`config.mk`:
```
export PLATFORM = sky130hd
export DESIGN_NAME = led_pattern_engine
export DESIGN_NICKNAME = d
export VERILOG_FILES = /design/src/rtl/led_pkg.sv /design/src/rtl/led_pattern_engine_tick_gen.sv /design/src/rtl/led_pattern_engine.sv
export SDC_FILE = /design/constraint.sdc
export NUM_CORES = 1
export LEC_CHECK = 0
export ABC_AREA = 1
export BUFFER_PORTS_ARGS = -buffer_cell sky130_fd_sc_hd__buf_2
export CORE_ASPECT_RATIO = 0.5
export CORE_UTILIZATION = 55
export CTS_BUF_LIST = sky130_fd_sc_hd__clkbuf_4 sky130_fd_sc_hd__clkbuf_8
export CTS_CLUSTER_SIZE = 30
export DETAILED_ROUTE_END_ITERATION = 10
export PLACE_DENSITY = 0.74
export SYNTH_ARGS = -nofsm -noshare
export SYNTH_HDL_FRONTEND = slang
export SYNTH_SLANG_ARGS = --single-unit
```
`constraint.sdc`:
```
create_clock -name clk -period 1.91 [get_ports clk]
set_input_delay 0.0955 -clock clk [delete_from_list [all_inputs] [get_ports clk]]
set_output_delay 0.0955 -clock clk [all_outputs]
set_load 0.05 [all_outputs]
```
`src/rtl/led_pkg.sv`:
```
// Shared encodings for the LED pattern engine: movement modes, the
// two-state control FSM and the bounce direction flag.
package led_pkg;

    // Movement mode encodings, as presented on the mode input.
    localparam logic [1:0] MODE_ROL  = 2'b00;
    localparam logic [1:0] MODE_ROR  = 2'b01;
    localparam logic [1:0] MODE_BNC  = 2'b10;
    localparam logic [1:0] MODE_HOLD = 2'b11;

    // Control FSM states. RUN is only left through reset.
    localparam logic ST_IDLE = 1'b0;
    localparam logic ST_RUN  = 1'b1;

    // Bounce direction: left moves lit LEDs towards the MSB.
    localparam logic DIR_L = 1'b0;
    localparam logic DIR_R = 1'b1;

endpackage

```
`src/rtl/led_pattern_engine_tick_gen.sv`:
```
// Prescaler for the LED pattern engine. Counts 0..TICK_DIV-1 while enabled
// and raises tick for the single cycle in which the count sits at its last
// value; the count wraps to 0 on the following edge. clr wins over en.
module tick_gen #(
    parameter int TICK_DIV = 50_000_000
) (
    input  logic clk,
    input  logic rst,
    input  logic clr,
    input  logic en,
    output logic tick
);

    localparam int CNT_W = (TICK_DIV > 1) ? $clog2(TICK_DIV) : 1;
    localparam logic [CNT_W-1:0] CNT_LAST = CNT_W'(TICK_DIV - 1);

    logic [CNT_W-1:0] count_q;
    logic [CNT_W-1:0] count_d;

    // Next count: clear first, then wrap or increment while enabled.
    always_comb begin
        count_d = count_q;
        if (clr) begin
            count_d = '0;
        end else if (en) begin
            if (count_q == CNT_LAST) begin
                count_d = '0;
            end else begin
                count_d = count_q + 1'b1;
            end
        end
    end

    // Prescaler register, asynchronously cleared.
    always_ff @(posedge clk or posedge rst) begin
        if (rst) begin
            count_q <= '0;
        end else begin
            count_q <= count_d;
        end
    end

    assign tick = en && (count_q == CNT_LAST);

endmodule

```
`src/rtl/led_pattern_engine.sv`:
```
// LED pattern engine top. Loads a right-aligned seed of switch+1 lit LEDs on
// a button press (or on a switch change while running) and then moves it
// once per prescaled tick: rotate-left, rotate-right, bounce or hold.
// Build option: define LED_INPUT_SYNC_EN to pass button and switch through a
// 2-flop synchroniser (adds 2 cycles of latency to both).
// busy is the registered FSM state (1 = RUN) and doubles as its debug view.
module led_pattern_engine
    import led_pkg::*;
#(
    parameter int LED_W    = 16,
    parameter int SEL_W    = 3,
    parameter int TICK_DIV = 50_000_000
) (
    input  logic             clk,
    input  logic             rst,
    input  logic             button,
    input  logic [SEL_W-1:0] switch,
    input  logic [1:0]       mode,
    output logic [LED_W-1:0] led,
    output logic             busy
);

    localparam int MSB = LED_W - 1;

    logic             btn_src;
    logic [SEL_W-1:0] sw_src;

`ifdef LED_INPUT_SYNC_EN
    logic [1:0]       btn_sync_q;
    logic [SEL_W-1:0] sw_sync1_q;
    logic [SEL_W-1:0] sw_sync2_q;

    // Two-flop synchronisers for the asynchronous board inputs.
    always_ff @(posedge clk or posedge rst) begin
        if (rst) begin
            btn_sync_q <= '0;
            sw_sync1_q <= '0;
            sw_sync2_q <= '0;
        end else begin
            btn_sync_q <= {btn_sync_q[0], button};
            sw_sync1_q <= switch;
            sw_sync2_q <= sw_sync1_q;
        end
    end

    assign btn_src = btn_sync_q[1];
    assign sw_src  = sw_sync2_q;
`else
    assign btn_src = button;
    assign sw_src  = switch;
`endif

    logic             state_q, state_d;
    logic             dir_q, dir_d;
    logic [LED_W-1:0] led_q, led_d;
    logic [SEL_W-1:0] sw_q, sw_d;
    logic             btn_q;

    logic             press;
    logic             sw_changed;
    logic             load;
    logic             tick;
    logic [LED_W-1:0] seed_v;

    assign press      = btn_src && !btn_q;
    assign sw_changed = (state_q == ST_RUN) && (sw_src != sw_q);
    // In IDLE only a press loads; a switch change counts only while running.
    assign load       = press || sw_changed;

    tick_gen #(
        .TICK_DIV (TICK_DIV)
    ) u_tick_gen (
        .clk  (clk),
        .rst  (rst),
        .clr  (load),
        .en   (state_q == ST_RUN),
        .tick (tick)
    );

    // Seed: the low switch+1 bits lit, right-aligned.
    always_comb begin
        seed_v = '0;
        for (int i = 0; i < LED_W; i++) begin
            seed_v[i] = (i <= int'(sw_src));
        end
    end

    // Next-state: a load beats a tick; a tick applies one move in the current mode.
    always_comb begin
        state_d = state_q;
        dir_d   = dir_q;
        led_d   = led_q;
        sw_d    = sw_q;
        if (load) begin
            state_d = ST_RUN;
            led_d   = seed_v;
            sw_d    = sw_src;
            dir_d   = (mode == MODE_ROR) ? DIR_R : DIR_L;
        end else if (tick) begin
            case (mode)
                MODE_ROL: led_d = {led_q[MSB-1:0], led_q[MSB]};
                MODE_ROR: led_d = {led_q[0], led_q[MSB:1]};
                MODE_BNC: begin
                    // A pattern filling the whole bank has nowhere to go.
                    if (led_q != '1) begin
                        if (dir_q == DIR_L) begin
                            if (led_q[MSB]) begin
                                dir_d = DIR_R;
                                led_d = led_q >> 1;
                            end else begin
                                led_d = led_q << 1;
                            end
                        end else begin
                            if (led_q[0]) begin
                                dir_d = DIR_L;
                                led_d = led_q << 1;
                            end else begin
                                led_d = led_q >> 1;
                            end
                        end
                    end
                end
                default: led_d = led_q;
            endcase
        end
    end

    // State registers; reset returns to IDLE with all LEDs lit.
    always_ff @(posedge clk or posedge rst) begin
        if (rst) begin
            state_q <= ST_IDLE;
            dir_q   <= DIR_L;
            led_q   <= '1;
            sw_q    <= '0;
            btn_q   <= 1'b0;
        end else begin
            state_q <= state_d;
            dir_q   <= dir_d;
            led_q   <= led_d;
            sw_q    <= sw_d;
            btn_q   <= btn_src;
        end
    end

    assign led  = led_q;
    assign busy = (state_q == ST_RUN);

endmodule

```
; Word-level counts from Yosys, hierarchy flattened
; Index checks and enable logic that the tools add are counted.
[word_totals]
regBits = 48
output_inout_bits = 17
in_bits = 8
[op_classes]
magnitude_cmp = 7
add_sub_neg = 1
n_reduce_logical = 13
eq_ne = 6
mux = 18
[ops]
columns = cell, n
row1 = $mux 16, 6
row2 = $mux 26, 3
row3 = $pmux 16 s3, 1
row4 = $add 26x1->26 const B, 1
row5 = $eq 26x26->1 const B, 1
row6 = $ne 16x16->1 const B, 1
row7 = $le 3x3->1 const A, 4
row8 = $mux 1, 8
row9 = $reduce_bool 2->1, 4
row10 = $le 2x3->1 const A, 2
row11 = $reduce_and 3->1, 2
row12 = $reduce_bool 4->1, 1
row13 = $le 1x3->1 const A, 1
row14 = $logic_and 1x1->1, 3
row15 = $ne 3x3->1, 1
row16 = $ne 3x3->1 const B, 1
row17 = $eq 2x1->1 const B, 1
row18 = $eq 2x2->1 const B, 1
row19 = $logic_not 2->1, 1
row20 = $logic_not 1->1, 1
row21 = $logic_or 1x1->1, 1

; Logic depth before layout (Yosys ltp)
[logic_depth]
ltp_word = 6
ltp_mapped = 13

; Modules after synthesis
; A second synthesis with hierarchy kept.
[hier_totals]
cells_unflattened = 485
area_unflattened_um2 = 3321.9
[by_module_without_submodules]
columns = mod, area_per_inst_um2, n_inst, cells_each, seq_area_each_um2
row1 = led_pattern_engine, 1681.6, 1, 248, 570.5
row2 = tick_gen, 1640.3, 1, 237, 650.6

; Worst setup path after synthesis
; Ideal clock, no wire load.
[synth_path]
path_kind = register to register
start = reg state_q, in the netlist busy
end = reg u_tick_gen.count_q[20]
path_buffers = 0
arrival_ns = 1.666
synth_period_minus_slack_ns = 1.789
path_stages_with_launch = 8
setup_slack_ns = 0.121
setup_ns = 0.123
cell_sequence = dfrtp_1 > inv_1 > nand2_1 > nand2_1 > nor2_1 > nand3_1 > nor3b_1 > nor2_1
[synth_via]
elab_chain_len = 3
[synth_lines]
columns = item, line
row1 = start: declaration, led_pattern_engine.sv:53  ; logic state_q, state_d;
row2 = start signal: assignment, led_pattern_engine.sv:137  ; state_q <= state_d;
row3 = $logic_and 1x1->1, led_pattern_engine.sv:66  ; assign sw_changed = (state_q == ST_RUN) && (sw_src != sw_q);
row4 = $logic_or 1x1->1, led_pattern_engine.sv:68  ; assign load = press || sw_changed;
row5 = $mux 26 / $reduce_bool 2->1 (equally long branches), --
row6 = end signal: assignment, led_pattern_engine_tick_gen.sv:39  ; count_q <= count_d;
row7 = end: declaration, led_pattern_engine_tick_gen.sv:17  ; logic [CNT_W-1:0] count_q;
; Several ways; a longest one is shown, not always the timed one.
; A chain may end at the register's enable or synchronous reset.

; Final worst setup path
[layout_path]
start = reg u_tick_gen.count_q[1]
end = reg led_q[6], in the netlist led[6]
[layout_via]
elab_chain_len = 4
[layout_lines]
columns = item, line
row1 = $eq 26x26->1, led_pattern_engine_tick_gen.sv:43  ; assign tick = en && (count_q == CNT_LAST);
row2 = $logic_and 1x1->1, led_pattern_engine_tick_gen.sv:43
row3 = $reduce_bool 2->1 (no line), --
row4 = $reduce_and 3->1 (no line), --
row5 = end signal: assignment, led_pattern_engine.sv:139  ; led_q <= led_d;
row6 = end: declaration, led_pattern_engine.sv:55  ; logic [LED_W-1:0] led_q, led_d;
; No other way between the ends.

==> flow_metrics.env <==
export IMPL_cts_buffers=5
export IMPL_pre_cts_slack_ps=131
export IMPL_totalWireLength_um=7610
export IMPL_ir_drop_mv=0.572
export IMPL_synthCells=466
export IMPL_finalNetCount=507
export IMPL_power_w=0.00238
export IMPL_overflow=0
export IMPL_finalMaxSlewViolations=0
export IMPL_clk_pin_slew_ps=100
export IMPL_rsz0062_at_grt="false"
export IMPL_cp_slowest_stage_delay_ps=380
export IMPL_synth_edf_count=0
export IMPL_die_area_um2=6280
export IMPL_status="complete, but fails checks"
export IMPL_ios=25
export IMPL_antenna_diode_count=0
export IMPL_min_period_ps=1780
export IMPL_finalSetupTns_ps=0
export IMPL_routabilityCongestion=0.873
export IMPL_path_buf_inv=0
export IMPL_grt_pass1_vias=2837
export IMPL_min_to="sw_q[2]"
export IMPL_cts_tree="built"
export IMPL_cts_sinks=48
export IMPL_drt_iter0_markers=307
export IMPL_fmax_ghz=0.562
export IMPL_dp_cells=558
export IMPL_ys_ff_latch=48
export IMPL_drcViolationCount=4
export IMPL_cp_data_arrival_time_ps=2040
export IMPL_wl_per_cell_um=13.4
export IMPL_initial_utilization_pct=58.3
export IMPL_synth_largest_area_cell="dfrtp_1"
export IMPL_yosys_cell_types_count=37
export IMPL_min_from="switch[2]"
export IMPL_coreArea_um2=5610
export IMPL_power_density_nw_per_um2=657
export IMPL_finClkSkew_ps=11.7
export IMPL_num_rows=19
export IMPL_grt_max_degree=43
export IMPL_cp_top_family="simple AND/OR/NAND/NOR gates"
export IMPL_async_flop_share_pct=100
export IMPL_period_share_pct=93.2
export IMPL_path_cells="ha_1 > nand2_2 > nor2_4 > nand2_4 > nor2_4 > nand3_4 > nor2_8 > nand2_8 > nand2_4 > nand2_1 > nand2_1"
export IMPL_synth_area_um2=3270
export IMPL_crit_path_top_delay_cell="dfrtp_1"
export IMPL_dp_hpwl_um=5400
export IMPL_post_synth_top_count_cell="nand2_1"
export IMPL_criticalPathCategory="reg -> reg"
export IMPL_leakage_nw=1.59
export IMPL_vias=3108
export IMPL_violations="design-rule violations"
export IMPL_die_w_um=111
export IMPL_path_max_fanout=17
export IMPL_clock_latency_ps=320
export IMPL_r2r_end="led[6]"
export IMPL_rrSetupSlack_ps=130
export IMPL_drt_pass1_iter_count=8
export IMPL_cts_root_buf="clkbuf_8"
export IMPL_clockBufferDepth=2
export IMPL_syn_area_per_cell_um2=7.02
export IMPL_drtAntennaViolNets=0
export IMPL_synth_ff_type="dfrtp_1"
export IMPL_grt_pass1_wl_um=13200
export IMPL_synthToLayoutAreaGrowth_pct=10.7
export IMPL_grt_use_total_pct=26.5
export IMPL_antenna_found_initial=0
export IMPL_final_layout_size_suffix_gt1_share_pct=18.5
export IMPL_die_h_um=56.5
export IMPL_synthesis_nets=478
export IMPL_tightest_slew_ps=469
export IMPL_crit_path_end_kind="flip-flop"
export IMPL_min_path_type="in -> reg"
export IMPL_critical_path_required_ps=2170
export IMPL_ff2ff_path_depth=11
export IMPL_h_tree_depth=2
export IMPL_maxSlewHeadroom_pct=68.7
export IMPL_hold_depth=3
export IMPL_synth_common_cells="147 x nand2_1, 62 x nor2_1, 43 x nand3_1"
export IMPL_netlist_top_cells_area="dfrtp_1 24%, nand2_1 17%, dfstp_2 13%"
export IMPL_yosys_warnings=0
export IMPL_cap_violations=0
export IMPL_vias_per_cell=5.46
export IMPL_port_buffers=24
export IMPL_timing_rr_start="u_tick_gen.count_q[1]"
export IMPL_instances_no_fill=569
export IMPL_hold_viol_final=0
export IMPL_setup_viol=0
export IMPL_cp_start_kind="flip-flop"
export IMPL_synth_top_cell_area_share_pct=24.5
export IMPL_setup_ws_ps=130
export IMPL_seq_area_frac_synth_pct=37.4
[per-layer routing]
metal | vias up | track usage [%] | routed length [µm] | part of all wire, %
li1 | 1578 | - | - | -
met1 | 1416 | 37.1 | 3770 | 50
met2 | 104 | 43.0 | 3350 | 44
met3 | 10 | 5.18 | 437 | 5.7
met4 | 0 | 5.98 | 59 | 0.77
met5 | - | 0 | 0 | 0
[state kept, by name (all words and copies together) (netlist names)]
register and cells:
led 16, dir_q 1, sw_q 3, btn_q 1
busy 1, u_tick_gen.count_q 26
[logic make-up (layout without fill, tap and decap cells)]
| kind of cell | count (synthesis) | after routing | synth area share, % |
|---|---|---|---|
| buffers and inverters | 54 | 84 | 7.23 |
| adders and majority gates | 4 | 4 | 1.53 |
| xor gates and xnor gates | 7 | 7 | 1.88 |
| AOI/OAI and AO/OA | 42 | 42 | 7.00 |
| DFF | 48 | 48 | 37.4 |
| and+or+nand+nor | 311 | 311 | 45.0 |
[layout make-up]
type	count	area [µm²]
fill	515	1990
multi-input combinational	364	1810
sequential	48	1220
timing repair buffer	35	233
inverter	41	156
tap	73	91.3
clock buffer	5	68.8
clock inverter	3	37.5
[metrics by stage]
stage	instance area (µm²)	util (%)	hold slack, ps
after floorplan	3270	-	127
after global placement	3490	62.1	129
after detailed placement	3490	62.1	136
after CTS	3610	64.4	114
after global routing	3620	64.5	118
final	3620	64.5	112
[how the worst max path moves through the flow]
stage / cells past startpoint / slack [ps] / startpoint / to
floorplan: 7 / 120 / busy / u_tick_gen.count_q[20]
global placement: 11 / 200 / u_tick_gen.count_q[1] / led[6]
detailed placement: 11 / 130 / u_tick_gen.count_q[1] / led[1]
CTS: 11 / 110 / u_tick_gen.count_q[1] / led[1]
global route: 11 / 4 / u_tick_gen.count_q[1] / led[4]
finish: 11 / 130 / u_tick_gen.count_q[1] / led[6]
[tightest hold or removal path, delay by kind of cell]
family	cells	cell delay (ps)
buffers and inverters	1	120
AND/OR/NAND/NOR	2	180
[power by group]
part / switching [W] / total [W] / internal (W) / leakage [nW]
sequential: 0.0000606 / 0.00115 / 0.00109 / 0.598
clock: 0.000365 / 0.000747 / 0.000382 / 0.0532
combinational: 0.000349 / 0.000484 / 0.000135 / 0.937
total: 0.000774 / 0.00238 / 0.00160 / 1.59
[cells in the final DEF, fill, tap and decap left out, types with 2 or more instances in the layout]
cell and count:
clkinv_1 4, xnor2_1 4, dfrtp_1 32, dlygate4sd3_1 2
nor3b_1 3, nand4_1 22, buf_12 2, xor2_1 3
ha_1 4, nand3_1 43, nand3_2 10, o21ai_1 2
clkbuf_8 5, inv_2 6, buf_4 7, dfstp_2 16
a21oi_1 10, inv_1 32, nand2_1 147, nand2_4 3
nand2_2 5, nor2_2 5, nor2_4 2, nor2_1 62
o21ai_0 25, buf_2 24, nor3_1 5
[repair_timing]
item | CTS | global route
endpoints found under the setup margin | 0 | 8
hold endpoints to repair | 5 | 0
hold buffers | 2 | 0
resized for setup | 0 | 0
setup buffers | 0 | 1
(Power assumes the default switching activity.)
